$ cat src/rtl/var_mem_pkg.sv
// Shared encodings for the variable-assignment store: truth values, commands and sweep states.
package var_mem_pkg;

  localparam logic [1:0] VAL_UNASG = 2'b00;
  localparam logic [1:0] VAL_FALSE = 2'b01;
  localparam logic [1:0] VAL_TRUE  = 2'b10;

  typedef enum logic [1:0] {
    CMD_READ      = 2'b00,
    CMD_ASSIGN    = 2'b01,
    CMD_UNASSIGN  = 2'b10,
    CMD_BACKTRACK = 2'b11
  } cmd_e;

  typedef enum logic [1:0] {
    ST_IDLE  = 2'b00,
    ST_SWEEP = 2'b01,
    ST_DONE  = 2'b10
  } sweep_state_e;

  // The unused code 2'b11 is folded to unassigned so stored values are always legal.
  function automatic logic [1:0] norm_val(input logic [1:0] v);
    return (v == 2'b11) ? VAL_UNASG : v;
  endfunction

  function automatic logic is_assigned(input logic [1:0] v);
    return v != VAL_UNASG;
  endfunction

endpackage

$ cat src/rtl/var_mem_sweep_ctrl.sv
// Backtrack sweep sequencer: walks every entry once, then flags completion for one cycle.
module var_mem_sweep_ctrl
  import var_mem_pkg::*;
#(
  parameter int VAR_ADDR_W = 3,
  parameter int LEVEL_W    = 4
) (
  input  logic                  clock,
  input  logic                  reset,
  input  logic                  start,
  input  logic [LEVEL_W-1:0]    target_in,
  output sweep_state_e          state,
  output logic [VAR_ADDR_W-1:0] ptr,
  output logic [LEVEL_W-1:0]    target,
  output logic                  mem_work,
  output logic                  bt_done
);

  localparam logic [VAR_ADDR_W-1:0] LAST = '1;

  always_ff @(posedge clock or negedge reset) begin
    if (!reset) begin
      state    <= ST_IDLE;
      ptr      <= '0;
      target   <= '0;
      mem_work <= 1'b0;
      bt_done  <= 1'b0;
    end else begin
      case (state)
        ST_IDLE: begin
          bt_done <= 1'b0;
          if (start) begin
            state    <= ST_SWEEP;
            ptr      <= '0;
            target   <= target_in;
            mem_work <= 1'b1;
          end
        end
        ST_SWEEP: begin
          ptr <= ptr + 1'b1;
          if (ptr == LAST) begin
            state    <= ST_DONE;
            mem_work <= 1'b0;
            bt_done  <= 1'b1;
          end
        end
        ST_DONE: begin
          // A command arriving in the completion cycle is served, including a new backtrack.
          bt_done <= 1'b0;
          if (start) begin
            state    <= ST_SWEEP;
            ptr      <= '0;
            target   <= target_in;
            mem_work <= 1'b1;
          end else begin
            state <= ST_IDLE;
          end
        end
        default: begin
          state    <= ST_IDLE;
          mem_work <= 1'b0;
          bt_done  <= 1'b0;
        end
      endcase
    end
  end

endmodule

$ cat src/rtl/var_assign_mem.sv
// Per-variable truth value / decision level store with live assigned count and backtrack sweep.
// Optional conflict detection is built when VAR_MEM_CONFLICT_EN is defined.
module var_assign_mem
  import var_mem_pkg::*;
#(
  parameter int VAR_ADDR_W = 3,
  parameter int LEVEL_W    = 4
) (
  input  logic                  clock,
  input  logic                  reset,
  input  logic                  mem_request,
  input  logic [1:0]            cmd,
  input  logic [VAR_ADDR_W-1:0] address,
  input  logic [1:0]            d_in,
  input  logic [LEVEL_W-1:0]    lvl_in,
  output logic [1:0]            d_out,
  output logic [LEVEL_W-1:0]    lvl_out,
  output logic                  d_valid,
  output logic                  mem_work,
  output logic                  bt_done,
  output logic [VAR_ADDR_W:0]   assigned_cnt,
  output logic                  all_assigned
`ifdef VAR_MEM_CONFLICT_EN
  ,
  output logic                  conflict
`endif
);

  localparam int DEPTH = 2 ** VAR_ADDR_W;
  localparam int CNT_W = VAR_ADDR_W + 1;

  // Handshake: a command is taken on a rising edge when mem_request=1, mem_work=0 and the
  // sweep FSM is IDLE or DONE; otherwise the request is dropped with no response.

  logic [1:0]         val_mem [DEPTH];
  logic [LEVEL_W-1:0] lvl_mem [DEPTH];

  sweep_state_e          state;
  logic [VAR_ADDR_W-1:0] ptr;
  logic [LEVEL_W-1:0]    target;

  logic       accept;
  logic       do_read;
  logic       do_assign;
  logic       do_unasg;
  logic       do_bt;
  logic [1:0] old_val;
  logic [1:0] new_val;
  logic       conflict_hit;
  logic       assign_wr;
  logic       sweep_clear;
  logic       cnt_inc;
  logic       cnt_dec;

  assign accept    = mem_request && !mem_work && (state == ST_IDLE || state == ST_DONE);
  assign do_read   = accept && (cmd == CMD_READ);
  assign do_assign = accept && (cmd == CMD_ASSIGN);
  assign do_unasg  = accept && (cmd == CMD_UNASSIGN);
  assign do_bt     = accept && (cmd == CMD_BACKTRACK);

  assign old_val      = val_mem[address];
  assign new_val      = norm_val(d_in);
  assign conflict_hit = is_assigned(old_val) && is_assigned(new_val) && (new_val != old_val);

`ifdef VAR_MEM_CONFLICT_EN
  assign assign_wr = do_assign && !conflict_hit;
`else
  assign assign_wr = do_assign;
`endif

  assign sweep_clear = (state == ST_SWEEP) && (lvl_mem[ptr] > target);

  // Sweeps and commands never overlap, so at most one of inc/dec is set per cycle.
  always_comb begin
    cnt_inc = 1'b0;
    cnt_dec = 1'b0;
    if (sweep_clear) begin
      cnt_dec = is_assigned(val_mem[ptr]);
    end else if (assign_wr) begin
      cnt_inc = !is_assigned(old_val) && is_assigned(new_val);
      cnt_dec = is_assigned(old_val) && !is_assigned(new_val);
    end else if (do_unasg) begin
      cnt_dec = is_assigned(old_val);
    end
  end

  var_mem_sweep_ctrl #(
    .VAR_ADDR_W (VAR_ADDR_W),
    .LEVEL_W    (LEVEL_W)
  ) u_sweep (
    .clock     (clock),
    .reset     (reset),
    .start     (do_bt),
    .target_in (lvl_in),
    .state     (state),
    .ptr       (ptr),
    .target    (target),
    .mem_work  (mem_work),
    .bt_done   (bt_done)
  );

  always_ff @(posedge clock or negedge reset) begin
    if (!reset) begin
      for (int i = 0; i < DEPTH; i++) begin
        val_mem[i] <= VAL_UNASG;
        lvl_mem[i] <= '0;
      end
    end else if (sweep_clear) begin
      val_mem[ptr] <= VAL_UNASG;
      lvl_mem[ptr] <= '0;
    end else if (assign_wr) begin
      val_mem[address] <= new_val;
      lvl_mem[address] <= lvl_in;
    end else if (do_unasg) begin
      val_mem[address] <= VAL_UNASG;
      lvl_mem[address] <= '0;
    end
  end

  always_ff @(posedge clock or negedge reset) begin
    if (!reset) begin
      d_out        <= VAL_UNASG;
      lvl_out      <= '0;
      d_valid      <= 1'b0;
      assigned_cnt <= '0;
    end else begin
      d_valid <= do_read;
      if (do_read) begin
        d_out   <= old_val;
        lvl_out <= lvl_mem[address];
      end
      if (cnt_inc) begin
        assigned_cnt <= assigned_cnt + CNT_W'(1);
      end else if (cnt_dec) begin
        assigned_cnt <= assigned_cnt - CNT_W'(1);
      end
    end
  end

`ifdef VAR_MEM_CONFLICT_EN
  always_ff @(posedge clock or negedge reset) begin
    if (!reset) begin
      conflict <= 1'b0;
    end else begin
      conflict <= do_assign && conflict_hit;
    end
  end
`endif

  assign all_assigned = (assigned_cnt == CNT_W'(DEPTH));

endmodule

$ cat config.mk
export PLATFORM = sky130hd
export DESIGN_NAME = var_assign_mem
export DESIGN_NICKNAME = d
export VERILOG_FILES = /design/src/rtl/var_mem_pkg.sv /design/src/rtl/var_mem_sweep_ctrl.sv /design/src/rtl/var_assign_mem.sv
export SDC_FILE = /design/constraint.sdc
export NUM_CORES = 1
export LEC_CHECK = 0
export ABC_AREA = 1
export ABC_CLOCK_PERIOD_IN_PS = 4440
export CAP_MARGIN = 20
export CORE_MARGIN = 3
export CORE_UTILIZATION = 39
export CTS_BUF_LIST = sky130_fd_sc_hd__clkbuf_8
export DETAILED_ROUTE_END_ITERATION = 10
export SLEW_MARGIN = 20
export SYNTH_ARGS = -nofsm -noshare
export SYNTH_HDL_FRONTEND = slang
export SYNTH_SLANG_ARGS = --single-unit
$ cat constraint.sdc
create_clock -name clock -period 4.44 [get_ports clock]
set_input_delay 0.666 -clock clock [delete_from_list [all_inputs] [get_ports clock]]
set_output_delay 0.666 -clock clock [all_outputs]
set_load 0.05 [all_outputs]
-- Word-level counts from Yosys, hierarchy flattened
Index checks and enable logic that the tools add are counted.
- $add $sub $neg: 3
- magnitude comparators: 5
- eq/ne operators: 11
- mux-type cells: 47
- bitwise gates (word level): 10
- reductions and logical operators: 28
- operators by type and width (cell ; count):
    $mux 32 ; 3
    $and 32x32->32 ; 2
    $not 32->32 ; 2
    $mux 16 ; 3
    $and 16x16->16 ; 2
    $bwmux 32 ; 1
    $mux 4 ; 8
    $not 16->16 ; 2
    $bmux 4 s3 ; 2
    $demux 4 s3 ; 2
    $mux 2 ; 9
    $bwmux 16 ; 1
    $bmux 2 s3 ; 2
    $demux 2 s3 ; 2
    $logic_and 1x1->1 ; 11
    $mux 1 ; 10
    $reduce_bool 2->1 ; 5
    $eq 2x2->1 const B ; 4
    $ge 4x4->1 const B ; 2
    $lt 4x1->1 const B ; 2
    $not 3->4 ; 2
    $reduce_and 2->1 ; 4
    $pmux 2 s3 ; 1
    $pmux 3 s2 ; 1
    other kinds (16) ; 21
- bits in registers: 70
- output and inout bits: 14
- logic and storage cells: 129

-- Logic depth before layout (Yosys ltp)
- word-level depth: 10
- depth in mapped cells: 17
- mapped depth without buffers: 17

-- Modules after synthesis
From an unflattened synthesis, not the netlist that was laid out.
- cells, all modules: 568
- area, all modules: 4307.9 um2
- by module, submodules not included (module ; instances ; cells each ; area an instance (um2)):
    var_assign_mem ; 1 ; 519 ; 3839.9
    var_mem_sweep_ctrl ; 1 ; 49 ; 467.9

-- Worst setup path after synthesis
OpenSTA, ideal clock, no wires.
- path kind: register to output
- start: register assigned_cnt[3]
- end: output all_assigned
- arrival time: 2248 ps
- data required time: 3774 ps
- setup slack: 1526 ps
- cell stages (with the launch flop): 3
- path buffers: 0
- cells stage by stage: dfrtp_1 > inv_1 > nor4_1
- longest elaborated chain between the ends: 1
- RTL lines (what ; RTL line ; RTL):
    start: declaration ; var_assign_mem.sv:21 ; output logic [VAR_ADDR_W:0] assigned_cnt,
    start signal: assignment ; var_assign_mem.sv:133 ; assigned_cnt <= assigned_cnt + CNT_W'(1);
    start signal: assignment ; var_assign_mem.sv:135 ; assigned_cnt <= assigned_cnt - CNT_W'(1);
    $eq 4x4->1 ; var_assign_mem.sv:150 ; assign all_assigned = (assigned_cnt == CNT_W'(DEPTH));
    end: declaration ; var_assign_mem.sv:22 ; output logic all_assigned
No other way between the ends.

-- Final worst setup path
- start: register u_sweep.ptr[0]
- end: register lvl_mem[1] (netlist bit)
- longest elaborated chain between the ends: 8
- RTL lines (what ; RTL line ; RTL):
    start: declaration ; var_mem_sweep_ctrl.sv:13 ; output logic [VAR_ADDR_W-1:0] ptr,
    start signal: assignment ; var_mem_sweep_ctrl.sv:40 ; ptr <= ptr + 1'b1;
    $not 3->4 (implied by the code) * ; var_assign_mem.sv:71, var_assign_mem.sv:110 ;
    parallel branches: the longest is 7 deep, another holds $gt 4x4->1 ; - ;
    end signal: indexed assignment ; var_assign_mem.sv:113 ; lvl_mem[address] <= lvl_in;
    end: declaration ; var_assign_mem.sv:36 ; logic [LEVEL_W-1:0] lvl_mem [DEPTH];
Every way passes the cells marked *. The select of a mux whose other input is x is not followed.
A chain may end at the register's enable or synchronous reset.

==> out/metrics.csv <==
stage,metric,value,unit
synth,yosysUniqueCellTypes,36,
timing,max_freq,0.282,GHz
clock_tree,cts_tree,yes,
floorplanning,die_y,114,um
floorplanning,die_x,114,um
layout,final_common_cell,nand2_1,
layout,drive_above_1_share,9.43,%
global_routing,grt-ovfl-total,0,
global_routing,grt_pass1_wl,22.7,mm
timing,slew_viol_final,0,
timing,worst_hold_slack,345,ps
clock_tree,clk_pin_slew_worst_paths,80,ps
place,placed_area,4840,um2
outcome,status,"complete, no violations",
setup_path,cp-end-kind,flop,
timing,period_share,80.0,%
clock_tree,cts_setup_buffers,0,
place,dpl.hpwl,10.3,mm
clock_tree,cts_resized,0,
clock_tree,htreeDepth,3,
power_and_ir_drop,power_density,903,nW/um2
synth,synth-simple-area-share,27.5,%
floorplanning,die_area,12900,um2
synth,synth_top_family_by_area,simple AND/OR/NAND/NOR gates,
synth,postSynthCellCount,620,
timing,tns,0,ps
synth,synth-seq-cells,70,
routing,firstDrtPassIters,5,
floorplanning,core_area,11100,um2
global_routing,track_usage,22.8,%
timing,hold_viol_final,0,
floorplanning,rows,38,
timing,rsz0062_at_grt,no,
synth,synth_edf_count,0,
setup_path,path_class,flop to flop,
power_and_ir_drop,p_leak,2.56,nW
synth,synthMuxAreaShare,0,%
timing,slew_headroom,49.8,%
timing,fin_crit,3550,ps
place,place_inst,771,
synth,synth-compound-area-share,20.5,%
place,gp_congestion,1.00,
clock_tree,ctsHoldBuffers,0,
routing,drc,0,
routing,wire_per_inst,17.8,um
synth,async_flop_share,100,%
layout,final_cell_area,5090,um2
power_and_ir_drop,ir_worst_vdd,0.000346,V
job,cap_violations,0,
global_routing,antenna_found_initial,0,
synth,synth_fa_ha_area_share,3.21,%
synth,yosysWarnings,0,
routing,via_count,4393,
synth,avgSynthCellArea,7.29,um2
setup_path,worstPathArrival,3810,ps
routing,wl,14.0,mm
timing,tightest_slew,753,ps
global_routing,grt_max_degree,40,
floorplanning,initial_core_util,40.8,%
synth,synth_flop_cell,dfrtp_1,
clock_tree,root_buffer,clkbuf_8,
routing,vias_per_cell,5.58,
clock_tree,numCtsBuffers,9,
hold_path,min_path_type,input pin to async pin,
setup_path,start_kind,flop,
place,numPortBuffers,27,
timing,fin_skew,11.2,ps
setup_path,path_max_fanout,20,
clock_tree,clockBufferDepth,2,
clock_tree,cts_sinks,70,
layout,final_cells,787,
layout,layout_common_cells,"nand2_1 (198), dfrtp_1 (70), inv_1 (69), o22ai_1 (57), o21ai_0 (46)",
synth,synth_xor_xnor_area_share,0.388,%
routing,ant_nets,0,
synth,yosysSeqAreaShare,38.8,%
layout,fin_nets,667,
synth,syn_nets,645,
floorplanning,ios,28,
layout,area_growth_syn_to_layout,12.7,%
layout,diodes,0,
timing,setup_viol,0,
setup_path,required,4700,ps
clock_tree,clk_latency,370,ps
routing,drt-initial-drc-count,474,
synth,synth_area,4520,um2
global_routing,grt_pass1_vias,4084,
[worst paths after layout]
path,slack (ps),depth (start not counted),startpoint,endpoint
max in group asynchronous,3070,2,reset,lvl_mem[12]$_DFFE_PN0P_
min,350,1,reset,lvl_mem[28]$_DFFE_PN0P_
min reg2reg,480,2,val_mem[13]$_DFFE_PN0P_,val_mem[13]$_DFFE_PN0P_
min in group clock,480,2,val_mem[13]$_DFFE_PN0P_,val_mem[13]$_DFFE_PN0P_
max reg2reg,890,15,u_sweep.ptr[0]$_DFFE_PN0P_,lvl_mem[1]$_DFFE_PN0P_
max,890,15,u_sweep.ptr[0]$_DFFE_PN0P_,lvl_mem[1]$_DFFE_PN0P_
[state kept, by name, summed over array words and instances (netlist names)]
name,cells
val_mem,16
lvl_mem,32
d_valid,1
u_sweep.state,2
u_sweep.mem_work,1
u_sweep.bt_done,1
u_sweep.target,4
assigned_cnt,4
u_sweep.ptr,3
lvl_out,4
d_out,2
[per-layer routing]
layer / track usage (%) / routed length (um)
met2: 34.5 / 6170
met5: 0 / 0
met1: 31.0 / 6060
met4: 8.01 / 403
met3: 6.84 / 1350
[Yosys cell counts (6+ instances only)]
cell type  instances  area share (%)
a21oi_1           24             2.7
buf_2              7            0.78
buf_6              6             1.5
dfrtp_1           70              39
ha_1              10             2.8
inv_1             68             5.6
inv_2             11            0.91
nand2_1          198              16
nand2_2            9             1.2
nand3_1           29             3.2
nor2_1            29             2.4
o21ai_0           46             5.1
o21ai_1            6            0.66
o22ai_1           57             7.9
[cells by family after synthesis]
logic type | Yosys count
DFF | 70
and+or+nand+nor | 284
AOI/OAI and AO/OA | 155
xor gates and xnor gates | 2
buffers and inverters | 98
adders and majority gates | 11
[final cells by class]
class                           count  area, um2
Timing Repair Buffer               30        288
Tap cell                          140        175
Inverter                           79        297
Sequential cell                    70       1750
Clock buffer                       10        138
Fill cell                        1135       5990
Multi-Input combinational cell    452       2330
Clock inverter                      6        110
[through the flow]
stage	utilization, %	power [mW]	setup WS [ps]
3_3_place_gp	43.7	3.88	978
5_1_grt	46.0	5.05	588
2_1_floorplan	-	3.25	1530
4_1_cts	46.0	4.60	933
6_report	46.0	4.60	888
3_5_place_dp	43.7	3.94	922
[critical path, cell delays in order, from the launching register on]
cell and delay (ps):
dfrtp_1 600, inv_2 150, nand2_1 360, o22ai_1 130, a221oi_1 250, nand3b_1 130
ha_1 310, inv_1 60, nor2_1 40, o21ai_1 250, nand2_1 110, nand3_2 300
buf_4 320, nor2_1 140, o21ai_0 190, nand2_1 70
[power breakdown]
group	switching, mW	internal [mW]
logic	1.97	0.906
registers	0.180	0.899
clock network	0.262	0.387
Note: power is estimated with default switching activity, not from simulation.
